<file path="config.mk">
export PLATFORM = sky130hd
export DESIGN_NAME = xbar_switch_nport
export DESIGN_NICKNAME = d
export VERILOG_FILES = /design/src/rtl/xbar_switch_nport.sv
export SDC_FILE = /design/constraint.sdc
export NUM_CORES = 1
export LEC_CHECK = 0
export CELL_PAD_IN_SITES_DETAIL_PLACEMENT = 2
export CELL_PAD_IN_SITES_GLOBAL_PLACEMENT = 2
export CORE_MARGIN = 2
export CORE_UTILIZATION = 36
export CTS_CLUSTER_SIZE = 12
export DETAILED_ROUTE_END_ITERATION = 10
export GPL_ROUTABILITY_DRIVEN = 0
export GPL_TIMING_DRIVEN = 0
export HOLD_SLACK_MARGIN = 0.15
export PLACE_DENSITY = 0.8
export SLEW_MARGIN = 10
export SYNTH_ARGS = -nofsm -noshare
export SYNTH_HDL_FRONTEND = slang
export SYNTH_SLANG_ARGS = --single-unit
</file>
<file path="constraint.sdc">
create_clock -name clk -period 5.45 [get_ports clk]
set_clock_uncertainty 0.1 [all_clocks]
set_input_delay 0.8175 -clock clk [delete_from_list [all_inputs] [get_ports clk]]
set_output_delay 0.8175 -clock clk [all_outputs]
set_load 0.01 [all_outputs]
</file>
<file path="src/rtl/xbar_switch_nport.sv">
// -----------------------------------------------------------------------------
// xbar_switch_nport
// Parametrised NUM_PORTS x NUM_PORTS packet switch. Each input buffers words in
// its own FIFO. Each output has a round-robin arbiter and a one-word output
// register. A word whose destination is >= NUM_PORTS is accepted and discarded,
// and the event is counted in a saturating 16-bit counter.
//
// Ports
//   clk        : system clock, all state on the rising edge
//   reset      : synchronous, active-high; clears all state, forces in_ready=0
//   in_valid   : [NUM_PORTS]         per-input word valid
//   in_dest    : [NUM_PORTS*DEST_W]  per-input destination, slice i = input i
//   in_data    : [NUM_PORTS*DATA_W]  per-input payload
//   in_ready   : [NUM_PORTS]         per-input FIFO not full
//   out_valid  : [NUM_PORTS]         per-output word valid
//   out_data   : [NUM_PORTS*DATA_W]  per-output payload
//   out_src    : [NUM_PORTS*DEST_W]  input port the word came from
//   out_ready  : [NUM_PORTS]         per-output consumer accept
//   drop_cnt   : [16]                saturating count of invalid-destination words
// -----------------------------------------------------------------------------
module xbar_switch_nport #(
    parameter int NUM_PORTS  = 4,
    parameter int DATA_W     = 8,
    parameter int FIFO_DEPTH = 4,
    localparam int DEST_W    = (NUM_PORTS > 1) ? $clog2(NUM_PORTS) : 1
) (
    input  logic                          clk,
    input  logic                          reset,
    input  logic [NUM_PORTS-1:0]          in_valid,
    input  logic [NUM_PORTS*DEST_W-1:0]   in_dest,
    input  logic [NUM_PORTS*DATA_W-1:0]   in_data,
    output logic [NUM_PORTS-1:0]          in_ready,
    output logic [NUM_PORTS-1:0]          out_valid,
    output logic [NUM_PORTS*DATA_W-1:0]   out_data,
    output logic [NUM_PORTS*DEST_W-1:0]   out_src,
    input  logic [NUM_PORTS-1:0]          out_ready,
    output logic [15:0]                   drop_cnt
);

    localparam int PTR_W = (FIFO_DEPTH > 1) ? $clog2(FIFO_DEPTH) : 1;
    localparam int CNT_W = PTR_W + 1;
    localparam logic [CNT_W-1:0]  DEPTH_C   = CNT_W'(FIFO_DEPTH);
    localparam logic [DEST_W:0]   PORTS_C   = (DEST_W + 1)'(NUM_PORTS);
    localparam logic [DEST_W-1:0] LAST_PORT = DEST_W'(NUM_PORTS - 1);

    typedef logic [DATA_W-1:0] data_t;
    typedef logic [DEST_W-1:0] port_t;

    // Packed views of the flat per-port buses.
    logic [NUM_PORTS-1:0][DEST_W-1:0] in_dest_s;
    logic [NUM_PORTS-1:0][DATA_W-1:0] in_data_s;

    // Per-input FIFO state.
    data_t            mem_data_q [NUM_PORTS][FIFO_DEPTH];
    data_t            mem_data_d [NUM_PORTS][FIFO_DEPTH];
    port_t            mem_dest_q [NUM_PORTS][FIFO_DEPTH];
    port_t            mem_dest_d [NUM_PORTS][FIFO_DEPTH];
    logic [PTR_W-1:0] rd_ptr_q   [NUM_PORTS];
    logic [PTR_W-1:0] rd_ptr_d   [NUM_PORTS];
    logic [PTR_W-1:0] wr_ptr_q   [NUM_PORTS];
    logic [PTR_W-1:0] wr_ptr_d   [NUM_PORTS];
    logic [CNT_W-1:0] count_q    [NUM_PORTS];
    logic [CNT_W-1:0] count_d    [NUM_PORTS];

    // Per-output arbiter pointer and output register.
    port_t                            arb_ptr_q [NUM_PORTS];
    port_t                            arb_ptr_d [NUM_PORTS];
    logic [NUM_PORTS-1:0]             out_valid_q, out_valid_d;
    logic [NUM_PORTS-1:0][DATA_W-1:0] out_data_q, out_data_d;
    logic [NUM_PORTS-1:0][DEST_W-1:0] out_src_q, out_src_d;
    logic [15:0]                      drop_cnt_q, drop_cnt_d;

    logic [NUM_PORTS-1:0]                not_full_s;
    logic [NUM_PORTS-1:0]                push_s;
    logic [NUM_PORTS-1:0]                keep_s;
    logic [NUM_PORTS-1:0]                pop_s;
    logic [NUM_PORTS-1:0][NUM_PORTS-1:0] req_s;      // req_s[j][i]: input i wants output j
    logic [DEST_W:0]                     pick_s;     // {found, grant}
    port_t                               grant_s;
    logic [DEST_W:0]                     n_drop_s;
    logic [16:0]                         drop_sum_s;

    // Successor of a port index, wrapping at NUM_PORTS.
    function automatic port_t next_port(input port_t p);
        port_t r;
        if (p == LAST_PORT) begin
            r = {DEST_W{1'b0}};
        end else begin
            r = p + DEST_W'(1);
        end
        return r;
    endfunction

    // Round-robin pick: first requester at or after ptr, wrapping. Returns {found, index}.
    function automatic logic [DEST_W:0] rr_pick(input logic [NUM_PORTS-1:0] req, input port_t ptr);
        logic  found;
        port_t idx;
        port_t cand;
        found = 1'b0;
        idx   = ptr;
        cand  = ptr;
        for (int k = 32'sd0; k < NUM_PORTS; k++) begin
            if (!found && req[cand]) begin
                found = 1'b1;
                idx   = cand;
            end else begin
                found = found;
            end
            cand = next_port(cand);
        end
        return {found, idx};
    endfunction

    assign in_dest_s = in_dest;
    assign in_data_s = in_data;

    // in_ready follows FIFO occupancy only; a same-cycle pop does not raise it.
    assign in_ready  = not_full_s & ~{NUM_PORTS{reset}};
    assign out_valid = out_valid_q;
    assign out_data  = out_data_q;
    assign out_src   = out_src_q;
    assign drop_cnt  = drop_cnt_q;

    // FIFO status, accepted/stored pushes and per-output request matrix.
    always_comb begin
        not_full_s = {NUM_PORTS{1'b0}};
        push_s     = {NUM_PORTS{1'b0}};
        keep_s     = {NUM_PORTS{1'b0}};
        req_s      = {(NUM_PORTS * NUM_PORTS){1'b0}};
        for (int i = 32'sd0; i < NUM_PORTS; i++) begin
            not_full_s[i] = (count_q[i] < DEPTH_C);
            push_s[i]     = in_valid[i] && not_full_s[i] && !reset;
            keep_s[i]     = push_s[i] && ({1'b0, in_dest_s[i]} < PORTS_C);
            for (int j = 32'sd0; j < NUM_PORTS; j++) begin
                req_s[j][i] = (count_q[i] != {CNT_W{1'b0}}) &&
                              (mem_dest_q[i][rd_ptr_q[i]] == port_t'(j));
            end
        end
    end

    // Output arbitration: every output with load enabled picks in parallel.
    always_comb begin
        out_valid_d = out_valid_q;
        out_data_d  = out_data_q;
        out_src_d   = out_src_q;
        arb_ptr_d   = arb_ptr_q;
        pop_s       = {NUM_PORTS{1'b0}};
        pick_s      = {(DEST_W + 1){1'b0}};
        grant_s     = {DEST_W{1'b0}};
        for (int j = 32'sd0; j < NUM_PORTS; j++) begin
            if (!out_valid_q[j] || out_ready[j]) begin
                pick_s  = rr_pick(req_s[j], arb_ptr_q[j]);
                grant_s = pick_s[DEST_W-1:0];
                if (pick_s[DEST_W]) begin
                    pop_s[grant_s] = 1'b1;
                    out_valid_d[j] = 1'b1;
                    out_data_d[j]  = mem_data_q[grant_s][rd_ptr_q[grant_s]];
                    out_src_d[j]   = grant_s;
                    arb_ptr_d[j]   = next_port(grant_s);
                end else begin
                    out_valid_d[j] = 1'b0;
                end
            end else begin
                out_valid_d[j] = out_valid_q[j];
            end
        end
    end

    // FIFO write/read pointers, occupancy and the drop counter.
    always_comb begin
        mem_data_d = mem_data_q;
        mem_dest_d = mem_dest_q;
        rd_ptr_d   = rd_ptr_q;
        wr_ptr_d   = wr_ptr_q;
        count_d    = count_q;
        n_drop_s   = {(DEST_W + 1){1'b0}};
        for (int i = 32'sd0; i < NUM_PORTS; i++) begin
            if (keep_s[i]) begin
                mem_data_d[i][wr_ptr_q[i]] = in_data_s[i];
                mem_dest_d[i][wr_ptr_q[i]] = in_dest_s[i];
                wr_ptr_d[i]                = wr_ptr_q[i] + PTR_W'(1);
            end else if (push_s[i]) begin
                n_drop_s = n_drop_s + (DEST_W + 1)'(1);
            end else begin
                wr_ptr_d[i] = wr_ptr_q[i];
            end
            if (pop_s[i]) begin
                rd_ptr_d[i] = rd_ptr_q[i] + PTR_W'(1);
            end else begin
                rd_ptr_d[i] = rd_ptr_q[i];
            end
            case ({keep_s[i], pop_s[i]})
                2'b10:   count_d[i] = count_q[i] + CNT_W'(1);
                2'b01:   count_d[i] = count_q[i] - CNT_W'(1);
                default: count_d[i] = count_q[i];
            endcase
        end
        drop_sum_s = {1'b0, drop_cnt_q} + 17'(n_drop_s);
        if (drop_sum_s[16]) begin
            drop_cnt_d = 16'hFFFF;
        end else begin
            drop_cnt_d = drop_sum_s[15:0];
        end
    end

    // State registers with synchronous reset.
    always_ff @(posedge clk) begin
        if (reset) begin
            for (int i = 32'sd0; i < NUM_PORTS; i++) begin
                for (int k = 32'sd0; k < FIFO_DEPTH; k++) begin
                    mem_data_q[i][k] <= {DATA_W{1'b0}};
                    mem_dest_q[i][k] <= {DEST_W{1'b0}};
                end
                rd_ptr_q[i]  <= {PTR_W{1'b0}};
                wr_ptr_q[i]  <= {PTR_W{1'b0}};
                count_q[i]   <= {CNT_W{1'b0}};
                arb_ptr_q[i] <= {DEST_W{1'b0}};
            end
            out_valid_q <= {NUM_PORTS{1'b0}};
            out_data_q  <= {(NUM_PORTS * DATA_W){1'b0}};
            out_src_q   <= {(NUM_PORTS * DEST_W){1'b0}};
            drop_cnt_q  <= 16'h0000;
        end else begin
            mem_data_q  <= mem_data_d;
            mem_dest_q  <= mem_dest_d;
            rd_ptr_q    <= rd_ptr_d;
            wr_ptr_q    <= wr_ptr_d;
            count_q     <= count_d;
            arb_ptr_q   <= arb_ptr_d;
            out_valid_q <= out_valid_d;
            out_data_q  <= out_data_d;
            out_src_q   <= out_src_d;
            drop_cnt_q  <= drop_cnt_d;
        end
    end

endmodule

</file>
==> summary.md <==
| Metric | Value |
|---|---|
| Share of synthesized area occupied by flip-flops and latches | 29.46% |
| Final layout net count | 2251 |
| Number of cells on the critical path | 19 |
| Startpoint types | register |
| Count of standard-cell rows | 77 |
| Normalized max-slew margin | 21.41% |
| Number of primary I/O pins | 114 |
| CTS tree | yes |
| Clock period minus final worst setup slack | 5324 ps |
| P_leak | 7.097 nW |
| FFs w/ async S/R, synth | 0% |
| Synthesis Warnings | 0 |
| Post-CTS Hold Fix Bufs | 0 |
| Share of synthesized area spent on multiplexers | 22.45% |
| Maximum number of pins on one net before global-route repair | 21 |
| Fraction of layout cells with a size suffix above 1 | 12.24% |
| Final-report hold violation count | 0 |
| Clock Path Buffers | 3 |
| List of cells traversed by the critical path | buf_4 > inv_2 > mux4_2 > and2_1 > mux4_2 > nor4_4 > nor3b_2 > buf_4 > inv_1 > clkbuf_4 > ha_1 > a222oi_1 > nand2_1 > ha_1 > inv_1 > fa_1 > xor2_1 > or3_1 > a21oi_1 |
| Post-synthesis register bit count | 240 |
| Via count | 16760 |
| Root buffer selected by CTS | sky130_fd_sc_hd__clkbuf_16 |
| Most frequent cells in the layout | 499 x sky130_fd_sc_hd__nand2_1, 239 x sky130_fd_sc_hd__dfxtp_1, 230 x sky130_fd_sc_hd__a21oi_1 |
| Post-Synthesis Cells | 2016 |
| Count of final setup violators | 0 |
| Portion of the clock cycle consumed by the worst path in the final layout | 97.68% |
| Run status | finished clean |
| Diodes inserted | 0 |
| Total detailed-routing wirelength | 76630 um |
| Count of max-cap constraint violations | 0 |
| Initial antenna violation count | 3 |
| Critical path's slowest cell | sky130_fd_sc_hd__mux4_2 |
| Number of cells after detailed placement | 2719 |
| Post-synthesis share of cell area spent on and, or, nand and nor gates | 20.06% |
| Main combinational cell family by area after synthesis | multiplexers |
| Synth Area in Adders | 3.330% |
| Post-route DRC violation count | 0 |
| Layout Area Growth over Synthesis | 18.54% |
| Width of the die | 216.8 um |
| Critical path data arrival time | 5740 ps |
| Most used DFF post-synth | sky130_fd_sc_hd__dfxtp_1 |
| Most common library cell in the layout ignoring fill and taps | sky130_fd_sc_hd__nand2_1 |
| Xor-xnor portion of the synthesized cell area | 0.8594% |
| Post-detailed-route count of antenna-violating nets | 0 |
| FILL cells | 5011 |
| Count of cells along the worst hold path | 2 |
| Critical path buffers and inverters | 6 |
| Crit path capture type | register |
| Synthesized-area fraction occupied by ao, oa, aoi and oai cells | 18.69% |
| Sum of negative setup slack | 0 ps |
| Clk Latency, worst-skew pair | 600 ps |
| Level count of the clock H-tree | 1 |
| Port Buffer Count | 96 |
| Via density per instance | 6.041 |
| Number of global-route vias before repair | 18150 |
| Clock buffers created by TritonCTS | 29 |
| Std-Cell Core Area | 44510 um^2 |
| Number of clock sinks | 240 |
| First-pass GRT wire length | 114800 um |
| Worst-path fanout max | 11 |
| Total global routing overflow | 0 |
| Pre-Repair DR Iteration Count | 5 |
| Worst Tran Pin Value | 1170 ps |
| Post-route insts no fill | 2774 |
| Number of flops mapped to enable cells by yosys | 0 |
| Avg Synthesized Cell Area | 8.089 um^2 |
| Slowest Stage Delay on Critical Path | 660 ps |
| Per-cell routed wire length | 27.63 um |
| Post-synth cell types | 86 |
| WP data required | 5860 ps |
| Total GRT Usage | 32.18% |
| Worst Setup Slack, final | 126.5 ps |
| Post-detail-place hpwl | 60670 um |
| Power density over the cells | 615.6 nW/um^2 |
| Pre-CTS worst setup slack | -753.2 ps |
| Worst hold path class | register to register |
| Starting density of the core | 36.64% |
| Chip Height | 216.8 um |
| Maximum VDD drop | 0.3038 mV |
| Crit Path Class | register to register |
| Maximum frequency from static timing analysis | 0.1878 GHz |
| Starting DRC count in detailed routing | 1249 |
| CTS clk-pin slew, worst paths | 60 ps |
| Delay-heaviest family, CP | simple AND/OR/NAND/NOR gates |
| Register-to-Register Path Depth | 19 |
| Number of pins with negative max-slew slack in the final report | 0 |
| Post-synthesis cell area | 16310 um^2 |
| Die Footprint | 47020 um^2 |
| Overall power consumption | 11.90 mW |
routing by layer:
| layer | GRT usage [%] | vias to the layer above | share of wire [%] |
|---|---|---|---|
| li1 | - | 7410 | - |
| met1 | 42.83 | 8554 | 43 |
| met2 | 53.28 | 660 | 46 |
| met3 | 5.842 | 129 | 7.7 |
| met4 | 9.201 | 4 | 2.8 |
| met5 | 0 | - | 0.042 |
through the flow:
stage / util [%] / hold WS (ps) / instance area [um^2]
floorplan: - / 340.8 / 16360
global placement: 40.59 / 359.7 / 18060
detailed placement: 40.60 / 369.1 / 18070
CTS: 43.17 / 375.9 / 19220
global route: 43.43 / 412.7 / 19330
finish: 43.43 / 370.1 / 19330
worst min-delay path: stages (launching register included):
cell and delay [ps]:
sky130_fd_sc_hd__dfxtp_1 320, sky130_fd_sc_hd__nand2_1 60, sky130_fd_sc_hd__a21oi_1 50
cell families (layout without fill, tap and decap cells):
group	after synthesis	in the layout
AND/OR/NAND/NOR	756	756
other	1	16
adder cells (fa/ha/maj)	41	41
buffers and inverters	186	337
flip-flops	240	240
multiplexers	304	304
XOR/XNOR	16	16
AO/OA/AOI/OAI	472	472
power by group:
group	internal, mW	switching [mW]
combinational	2.67	4.76
clock	1.38	0.846
sequential	1.99	0.266
total	6.03	5.87
flip-flops by register name (all words and copies together), names as in the netlist:
register and cells:
out_data 32, count_q 12, out_valid 4, wr_ptr_q 8, rd_ptr_q 8, mem_dest_q 32, out_src 8, mem_data_q 128
arb_ptr_q 8
cell type report:
class                   count  area [um^2]  share of cell area (%)
multi-input cells        1605        10820                   55.95
flip-flops and latches    240         4806                   24.86
repair buffers            102         1006                   5.204
clock buffers              44        902.1                   4.667
well taps                 592        740.7                   3.832
plain buffers             136        684.4                   3.540
clock inverters             9        188.9                  0.9773
inverters                  46        186.4                  0.9644
synthesized netlist by cell type, types with 9 or more instances:
library cell	instances	area, um^2
sky130_fd_sc_hd__a211oi_1	32	240.2
sky130_fd_sc_hd__a21oi_1	234	1171
sky130_fd_sc_hd__a22oi_1	26	195.2
sky130_fd_sc_hd__a2bb2oi_1	9	78.83
sky130_fd_sc_hd__a32o_1	9	90.09
sky130_fd_sc_hd__and2_1	30	187.7
sky130_fd_sc_hd__and3_1	18	112.6
sky130_fd_sc_hd__buf_1	11	41.29
sky130_fd_sc_hd__buf_2	30	150.1
sky130_fd_sc_hd__buf_4	22	165.2
sky130_fd_sc_hd__clkbuf_1	75	281.5
sky130_fd_sc_hd__dfxtp_1	240	4805
sky130_fd_sc_hd__ha_1	37	462.9
sky130_fd_sc_hd__inv_1	39	146.4
sky130_fd_sc_hd__mux2_1	23	259.0
sky130_fd_sc_hd__mux2_2	67	754.5
sky130_fd_sc_hd__mux2i_1	175	1752
sky130_fd_sc_hd__mux4_2	31	698.2
sky130_fd_sc_hd__nand2_1	500	1877
sky130_fd_sc_hd__nand2b_1	16	100.1
sky130_fd_sc_hd__nand3_1	10	50.05
sky130_fd_sc_hd__nand4_1	11	68.82
sky130_fd_sc_hd__nor2_1	93	349.1
sky130_fd_sc_hd__nor2b_1	11	68.82
sky130_fd_sc_hd__nor3_1	21	105.1
sky130_fd_sc_hd__o211ai_1	11	82.58
sky130_fd_sc_hd__o21ai_0	53	265.3
sky130_fd_sc_hd__o21ai_1	10	50.05
sky130_fd_sc_hd__o21bai_1	10	75.07
sky130_fd_sc_hd__o31ai_1	9	67.56
sky130_fd_sc_hd__or3_1	12	75.07
path summary, 6_finish.rpt:
path	to	slack, ps	start
max	count_q[8]	130	rd_ptr_q[6]
min	mem_dest_q[8]	370	mem_dest_q[8]
max reg2reg	count_q[8]	130	rd_ptr_q[6]
min reg2reg	mem_dest_q[8]	370	mem_dest_q[8]
what timing repair did:
| action | 4_1_cts | 5_1_grt |
|---|---|---|
| pin swaps | 0 | 2 |
| hold endpoints to repair | 0 | 0 |
| resized for setup | 22 | 25 |
| setup buffers | 0 | 6 |
| endpoints found under the setup margin | 15 | 9 |
(Power assumes the default switching activity.)
